[src/rtl/audio_frame_drain.sv]
// Drains NUM_CHANNELS lockstep FWFT FIFOs into one multi-channel frame per pop, handing frames
// downstream with valid/ready. Optional golden-reference checking under AUDIO_FRAME_DRAIN_CMP_EN.
module audio_frame_drain #(
  parameter int DATA_SIZE    = 32,
  parameter int NUM_CHANNELS = 2,
  parameter int COUNT_WIDTH  = 16
) (
  input  logic                              clock,
  input  logic                              reset,
  input  logic                              start,
  input  logic [COUNT_WIDTH-1:0]            frame_target,
  input  logic [NUM_CHANNELS-1:0]           ch_empty,
  input  logic [NUM_CHANNELS*DATA_SIZE-1:0] ch_dout,
  output logic [NUM_CHANNELS-1:0]           ch_rd_en,
  output logic                              frame_valid,
  input  logic                              frame_ready,
  output logic [NUM_CHANNELS*DATA_SIZE-1:0] frame_data,
  output logic [COUNT_WIDTH-1:0]            frame_index,
  output logic                              busy,
  output logic                              done
`ifdef AUDIO_FRAME_DRAIN_CMP_EN
  ,
  input  logic                              exp_empty,
  input  logic [NUM_CHANNELS*DATA_SIZE-1:0] exp_dout,
  output logic                              exp_rd_en,
  output logic [NUM_CHANNELS-1:0]           err_mask,
  output logic [31:0]                       error_count
`endif
);

  typedef enum logic [1:0] {IDLE, COLLECT, OUTPUT, DONE} state_t;

  state_t                 state_q, state_d;
  logic [COUNT_WIDTH-1:0] target_q;
  logic [COUNT_WIDTH-1:0] idx_next;
  logic                   pop;
  logic                   take_start;
  logic                   src_ready;

`ifdef AUDIO_FRAME_DRAIN_CMP_EN
  assign src_ready = ~|ch_empty & ~exp_empty;
`else
  assign src_ready = ~|ch_empty;
`endif

  assign idx_next   = frame_index + 1'b1;
  assign take_start = start & ((state_q == IDLE) | (state_q == DONE));

  always_comb begin
    state_d = state_q;
    pop     = 1'b0;
    case (state_q)
      IDLE, DONE: begin
        if (start) state_d = (frame_target == '0) ? DONE : COLLECT;
      end
      COLLECT: begin
        // all channels pop together or not at all, so frames never tear
        if (src_ready) begin
          pop     = 1'b1;
          state_d = OUTPUT;
        end
      end
      OUTPUT: begin
        if (frame_ready) state_d = (idx_next == target_q) ? DONE : COLLECT;
      end
      default: state_d = IDLE;
    endcase
  end

  always_ff @(posedge clock or posedge reset) begin
    if (reset) begin
      state_q     <= IDLE;
      target_q    <= '0;
      frame_index <= '0;
      frame_data  <= '0;
    end else begin
      state_q <= state_d;
      if (take_start) begin
        target_q    <= frame_target;
        frame_index <= '0;
      end
      if (pop) frame_data <= ch_dout;
      if (state_q == OUTPUT && frame_ready) frame_index <= idx_next;
    end
  end

  assign ch_rd_en    = {NUM_CHANNELS{pop}};
  assign frame_valid = (state_q == OUTPUT);
  assign busy        = (state_q == COLLECT) | (state_q == OUTPUT);
  assign done        = (state_q == DONE);

`ifdef AUDIO_FRAME_DRAIN_CMP_EN
  logic [NUM_CHANNELS-1:0] mismatch;
  logic [31:0]             mis_cnt;
  logic [32:0]             cnt_sum;

  always_comb begin
    mismatch = '0;
    mis_cnt  = '0;
    for (int k = 0; k < NUM_CHANNELS; k++) begin
      mismatch[k] = ch_dout[k*DATA_SIZE +: DATA_SIZE] != exp_dout[k*DATA_SIZE +: DATA_SIZE];
      mis_cnt     = mis_cnt + 32'(mismatch[k]);
    end
  end

  assign cnt_sum   = {1'b0, error_count} + {1'b0, mis_cnt};
  assign exp_rd_en = pop;

  always_ff @(posedge clock or posedge reset) begin
    if (reset) begin
      err_mask    <= '0;
      error_count <= '0;
    end else if (take_start) begin
      err_mask    <= '0;
      error_count <= '0;
    end else if (pop) begin
      err_mask    <= mismatch;
      error_count <= cnt_sum[32] ? '1 : cnt_sum[31:0];
    end
  end
`endif

endmodule

[config.mk]
export PLATFORM = sky130hd
export DESIGN_NAME = audio_frame_drain
export DESIGN_NICKNAME = d
export VERILOG_FILES = /design/src/rtl/audio_frame_drain.sv
export SDC_FILE = /design/constraint.sdc
export NUM_CORES = 1
export LEC_CHECK = 0
export ABC_AREA = 1
export BUFFER_PORTS_ARGS = -buffer_cell sky130_fd_sc_hd__buf_2
export CELL_PAD_IN_SITES_DETAIL_PLACEMENT = 0
export CELL_PAD_IN_SITES_GLOBAL_PLACEMENT = 1
export CORE_MARGIN = 3
export CORE_UTILIZATION = 38
export DETAILED_ROUTE_END_ITERATION = 8
export GPL_ROUTABILITY_DRIVEN = 0
export PLACE_DENSITY = 0.95
export SETUP_SLACK_MARGIN = 0.05
export SLEW_MARGIN = 20
export SYNTH_ARGS = -nofsm -noshare
export SYNTH_HDL_FRONTEND = slang
export SYNTH_SLANG_ARGS = --single-unit
[constraint.sdc]
create_clock -name clock -period 4.5 [get_ports clock]
set_input_delay 0.225 -clock clock [delete_from_list [all_inputs] [get_ports clock]]
set_output_delay 0.225 -clock clock [all_outputs]
set_load 0.005 [all_outputs]
==> results.md, run 1 <==
- Outcome: completed
- CTS tree: yes
- Syn_nets: 659
- CP Capture Type: output pin
- Total GRT Usage: 18.7%
- Clock Latency Late Sink: 0.34 ns
- Htree depth: 3
- Synth Cell Area: 4590 µm²
- # IOs: 171
- GRT overflow: 0
- Clock period minus worst slack: 2.81 ns
- Final hold slack: 0.0724 ns
- RSZ-0062 raised after global routing: false
- Hold Path Class: input port to flip-flop
- Area grow syn2layout: 27.4%
- Delay of the slowest critical-path stage: 0.81 ns
- Cell type with the largest total area after synthesis: dfrtp_1
- Clock root cell: clkbuf_16
- Post-Route Skew: 0.00765 ns
- Clock slew seen by the registers of the worst setup and hold paths: 0.07 ns
- Initial Utilization: 39.5%
- Slew @ Worst Pin: 1.03 ns
- Num rows: 39
- Slowest-stage cell, CP: inv_2
- Synth warnings: 0
- Clock Sinks: 98
- Global-route wire length before repair: 20.1 mm
- WL per Instance: 14.1 µm
- Commonest non-fill, non-tap cell in the layout: nand2_1
- Antenna Cells: 0
- Post-layout nets: 822
- CTS buffer count: 9
- Setup_tns: 0 ns
- Drt first pass iters: 4
- Cell variety after synth: 29
- Core area: 11,600 µm²
- DR DRC count: 0
- Die Span Y: 116 µm
- Die W: 116 µm
- Port Buffers: 170
- Crit-path cells: inv_1 > ha_1 > nand2_2 > buf_4 > inv_2 > buf_2
- Inst Count DP: 862
- Setup WS post-layout: 1.69 ns
- Detailed-route wire length: 12.4 mm
- Post-synthesis sequential area ratio: 53.4%
- CP Data Required Time: 4.28 ns
- Vias in the first global route: 4,224
- F_max: 356 MHz
- Max-Cap Viols: 0
- DP Wirelength: 9.07 mm
- Die Area: 13,400 µm²
- Critical path peak fanout: 66
- Crit Path Class: flip-flop to output pin
- Final Cell Area: 5850 µm²
- Antenna violations before repair: 1
- Vias: 4,218
- Synth Register Bits: 98
- Initial DRC Count: 169
- Fin. Hold Viols: 0
- Synth Area per Inst: 8.08 µm²
- Final setup fails: 0
- Final std cells w/o fill: 879
- Pleak: 3.29 nW
- Share of cells above drive strength 1: 29.1%
- Detail Route Antenna Nets: 0
- Rel. slew slack: 31.0%
- CP arrival: 2.58 ns
- Longest Clk Path Bufs: 2
- Final Max Slew Viols: 0
- Synth top area cells: dfrtp_1, nand2_1, nand3_1
- Area after DPL: 5550 µm²
- Power per cell area: 576 nW/µm²
- DR vias/cell: 4.80
- Pre-CTS setup slack: 1.91 ns
- Mapped Cells: 568
- Fin crit share: 62.4%
- Area share of the largest cell type after synthesis: 53.4%
- Largest net degree at the start of global routing: 67
- VDD IR max: 0.297 mV
- CP startpoint kind: flip-flop
- Setup bufs post-CTS: 0
- Commonest cells after routing, fill and taps aside: nand2_1, buf_2, dfrtp_1
-- worst max-delay path: cells and delay by family (launching register included) --
kind          cells  cell delay [ns]
simple gates      1             0.05
flops             1             0.42
fa+ha+maj         1             0.18
buf+inv           4             1.51
-- cell type report --
class | count | area [µm²]
fillers | 1108 | 5760
flip-flops and latches | 98 | 2450
multi-input cells | 406 | 1890
repair buffers | 173 | 876
clock buffers | 10 | 239
well taps | 143 | 179
inverters | 43 | 164
clock inverters | 6 | 50.0
-- Yosys cell counts (all sizes together) --
cell,instances
xnor3,1
nand4,9
nand3,36
o21bai,1
nor4,2
o22ai,14
nor3,3
clkbuf,18
xor2,1
a41oi,1
nor2,34
ha,5
buf,3
o21ai,9
inv,43
mux2,7
nand2,269
nand3b,5
dfrtp,98
a21oi,9
-- sequential cells by signal, summed over array words and instances, names as in the netlist --
name / count
frame_data: 64
frame_index: 16
state_q: 2
target_q: 16
-- power by group --
part,internal [W],switching [W]
registers,0.00124,0.000216
clock network,0.000395,0.000350
logic,0.000515,0.000654
total,0.00215,0.00122
-- cell families (layout without fill, tap and decap cells) --
kind of cell / count (synthesis) / after routing / synth area share (%)
mux: 7 / 7 / 1.72
compound gates: 34 / 34 / 4.31
simple gates: 358 / 358 / 33.1
fa+ha+maj: 5 / 5 / 1.36
xor+xnor: 2 / 2 / 0.681
flops: 98 / 98 / 53.4
buf+inv: 64 / 232 / 5.48
-- repair_timing --
action,4_1_cts,5_1_grt
endpoints found under the hold margin,46,0
endpoints found under the setup margin,0,0
hold buffers,1,0
gates resized for setup,0,0
-- per-stage QoR --
stage | utilization (%) | power (W)
final | 50.4 | 0.00337
after global routing | 50.4 | 0.00366
after CTS | 50.4 | 0.00341
after detailed placement | 47.8 | 0.00265
after global placement | 47.8 | 0.00261
after floorplan | - | 0.00212
-- layer usage --
metal	wire (µm)	vias to the layer above	global-route usage, %
met5	13	-	0
met4	164	2	6.34
met3	1040	14	6.27
met2	5880	142	29.8
met1	5280	1945	24.1
li1	-	2115	-
-- worst paths after layout --
path,start,endpoint,slack (ns),cells after the start
setup / recovery,state_q[1],ch_rd_en[1],1.69,6
hold / removal,ch_dout[37],frame_data[37],0.07,3
setup reg to reg,state_q[0],frame_index[5],1.90,5
hold reg to reg,frame_data[4],frame_data[4],0.47,2
max in group asynchronous,reset,target_q[3],2.89,4
min in group asynchronous,reset,frame_data[51],0.49,3
Note: power is estimated with default switching activity, not from simulation.
==> run 2, diff against run 1 <==
--- a/config.mk
+++ b/config.mk
@@ -5,15 +5,15 @@
 export SDC_FILE = /design/constraint.sdc
 export NUM_CORES = 1
 export LEC_CHECK = 0
-export ABC_AREA = 1
+export ABC_AREA = 0
 export BUFFER_PORTS_ARGS = -buffer_cell sky130_fd_sc_hd__buf_2
 export CELL_PAD_IN_SITES_DETAIL_PLACEMENT = 0
 export CELL_PAD_IN_SITES_GLOBAL_PLACEMENT = 1
 export CORE_MARGIN = 3
-export CORE_UTILIZATION = 38
+export CORE_UTILIZATION = 34
 export DETAILED_ROUTE_END_ITERATION = 8
 export GPL_ROUTABILITY_DRIVEN = 0
-export PLACE_DENSITY = 0.95
+export PLACE_DENSITY = 0.87
 export SETUP_SLACK_MARGIN = 0.05
 export SLEW_MARGIN = 20
 export SYNTH_ARGS = -nofsm -noshare
==> constraint.sdc (replaced) <==
create_clock -name clock -period 2.57 [get_ports clock]
set_input_delay 0.1285 -clock clock [delete_from_list [all_inputs] [get_ports clock]]
set_output_delay 0.1285 -clock clock [all_outputs]
set_load 0.005 [all_outputs]
==> results.md, run 2 <==
- Setup bufs post-CTS: 0 (unchanged)
- WP depth: 7 (+1)
- Fin. Hold Viols: 0 (unchanged)
- CP Data Required Time: 2.86 ns (-1.42 ns)
- Buf/Inv on CP: 0 (-4)
- Most flops, register: frame_data
- Top flop regs: frame_data (64), frame_index (16), target_q (16)
- Total GRT Usage: 16.2% (-2.5 points)
- CP delay by family, top: simple AND/OR/NAND/NOR gates
- Antenna Cells: 0 (unchanged)
- Detail Route Antenna Nets: 0 (unchanged)
- Post-layout nets: 623 (-24%)
- Num rows: 41 (+5.1%)
- VDD IR max: 0.576 mV (+94%)
- GR Util met2: 27.7% (-2.0 points)
- Setup_tns: 0 ns (unchanged)
- CP startpoint kind: flip-flop
- Synth Area per Inst: 12.8 µm² (+58%)
- Mapped Cells: 345 (-39%)
- Power per cell area: 1050 nW/µm² (+82%)
- Area share of the largest cell type after synthesis: 55.5% (+2.1 points)
- Die Area: 14,400 µm² (+7.1%)
- Pre-CTS setup slack: 0.316 ns (-1.60 ns)
- Cell type with the largest total area after synthesis: dfrtp_1
- Largest net degree at the start of global routing: 67 (unchanged)
- Grt met3 use: 5.09% (-1.2 points)
- Delay of the slowest critical-path stage: 0.56 ns (-0.25 ns)
- Die Span Y: 120 µm (+3.5%)
- Port Buffers: 170 (unchanged)
- GRT busiest layer: met2
- Vias: 3,452 (-18%)
- Clock Sinks: 98 (unchanged)
- Initial Utilization: 34.9% (-4.7 points)
- Cell variety after synth: 46 (+59%)
- # IOs: 171 (unchanged)
- RSZ-0062 raised after global routing: false
- Max-Cap Viols: 0 (unchanged)
- CTS buffer count: 9 (unchanged)
- Synth top area cells: dfrtp_1, mux2_2, xnor2_1
- WL per Instance: 15.9 µm (+13%)
- Worst hold start: ch_dout[23]
- Syn_nets: 436 (-34%)
- Synth Cell Area: 4420 µm² (-3.8%)
- Clock slew seen by the registers of the worst setup and hold paths: 0.07 ns (about the same)
- Worst reg2reg startpoint: frame_index[0]
- GRT overflow: 0 (unchanged)
- Final setup fails: 0 (unchanged)
- Rel. slew slack: 55.1% (+24 points)
- Longest Clk Path Bufs: 2 (unchanged)
- Initial DRC Count: 191 (+13%)
- Post-synthesis sequential area ratio: 55.5% (+2.1 points)
- Slowest-stage cell, CP: nor3_1
- CTS tree: yes
- Drt first pass iters: 4 (unchanged)
- DR DRC count: 0 (unchanged)
- CP Capture Type: flip-flop
- CP arrival: 2.60 ns (+0.02 ns)
- Area grow syn2layout: 34.3%
- Ys async rst share: 100% (unchanged)
- Internal reg-to-reg setup slack: 0.26 ns (-1.64 ns)
- Critical path peak fanout: 8 (-88%)
- Met1 Use GR: 18.6% (-5.6 points)
- Detailed-route wire length: 11.3 mm (-9.0%)
- Most frequent cell after synthesis: dfrtp_1
- Clock Latency Late Sink: 0.35 ns (about the same)
- Fillers: 1,155 (+4.2%)
- Core area: 12,700 µm² (+9.1%)
- Die W: 120 µm (+3.5%)
- Slew @ Worst Pin: 0.673 ns (-0.362 ns)
- Crit-path cells: ha_1 > nand3_4 > nor3_1 > xnor2_1 > o21ai_0 > a211oi_1 > a41o_1
- Commonest cells in the netlist: dfrtp_1, mux2_2, o21ai_0, xnor2_1, nand2_1
- Main flop type after synthesis: dfrtp_1
- Htree depth: 3 (unchanged)
- Max reg flops: 64 (unchanged)
- Clock root cell: clkbuf_16
- Pleak: 2.77 nW (-16%)
- Post-Route Skew: 0.00747 ns (-0.000174 ns)
- Antenna violations before repair: 0 (-1)
- Fin crit share: 90.0%
- DR vias/cell: 4.87 (+1.5%)
- Crit Path Class: flip-flop to flip-flop
- Global-route wire length before repair: 18.5 mm (-8.1%)
- Setup WS post-layout: 0.257 ns (-1.44 ns)
- Commonest non-fill, non-tap cell in the layout: buf_2
- Outcome: completed
- Synth warnings: 0 (unchanged)
- DP Wirelength: 8.38 mm (-7.6%)
- Crit path from: frame_index[0]
- Clock period minus worst slack: 2.31 ns
- F_max: 432 MHz
- Final Max Slew Viols: 0 (unchanged)
- Commonest cells after routing, fill and taps aside: buf_2, dfrtp_1, mux2_2
- Vias in the first global route: 3,747 (-11%)
- Worst Hold Path Cells: 2 (-1)
- Number of synthesized flops with an enable pin: 0 (unchanged)
- Reg2Reg Depth: 7 (+2)
- Synth Register Bits: 98 (unchanged)
- Share of cells above drive strength 1: 52.3% (+23 points)
- Hold Path Class: input port to flip-flop
==> run 2: path summary, 6_finish.rpt <==
path	end
worst min-delay path	frame_data[23]
worst max-delay path	state_q[1]
min in group asynchronous	frame_data[54]
worst max register to register	state_q[1]
worst min register to register	frame_data[56]
max in group asynchronous	frame_data[0]
==> run 2: timing repair <==
action | in CTS | in global routing
hold buffers | 20 | 0
endpoints found under the hold margin | 62 | 0
resized for setup | 0 | 0
==> run 2: cell families (layout without fill, tap and decap cells) <==
group	Yosys count	in the layout	synth area share, %
DFF	98	98	55.5
adders and majority gates	5	5	1.42
muxes	80	80	20.4
buffers and inverters	24	216	2.63
xor gates and xnor gates	25	25	4.96
and+or+nand+nor	63	63	7.79
AOI/OAI and AO/OA	50	50	7.28
==> run 2: metal layers <==
metal / wire length [µm] / vias up
met5: 0 / -
met4: 223 / 0
met3: 891 / 14
met2: 5770 / 135
met1: 4380 / 1696
li1: - / 1607
==> run 2: metrics by stage <==
| stage | std cells | hold slack (ns) | instance area, µm² | util (%) | power (W) |
|---|---|---|---|---|---|
| after CTS | 709 | 0.0000189 | 5930 | 46.8 | 0.00629 |
| after global routing | 709 | 0.00424 | 5930 | 46.8 | 0.00663 |
| after global placement | 673 | 0.323 | 5440 | 42.9 | 0.00484 |
| final | 709 | 0.00982 | 5930 | 46.8 | 0.00622 |
| after floorplan | 345 | 0.279 | 4420 | - | 0.00398 |
| after detailed placement | 673 | 0.343 | 5440 | 42.9 | 0.00493 |
==> run 2: area by class of cell <==
cell class / count / area, µm² / area share, %
timing repair buffer: 193 / 1090 / 18.3
tap: 172 / 215 / 3.63
clock inverter: 3 / 22.5 / 0.380
clock buffer: 13 / 270 / 4.56
inverter: 7 / 30.0 / 0.506
sequential: 98 / 2450 / 41.3
multi-input combinational: 223 / 1860 / 31.3
==> run 2: power by group <==
group	total, W	switching, W	internal (W)
Combinational	0.00228	0.000957	0.00132
Clock	0.00132	0.000578	0.000738
Sequential	0.00262	0.000403	0.00222
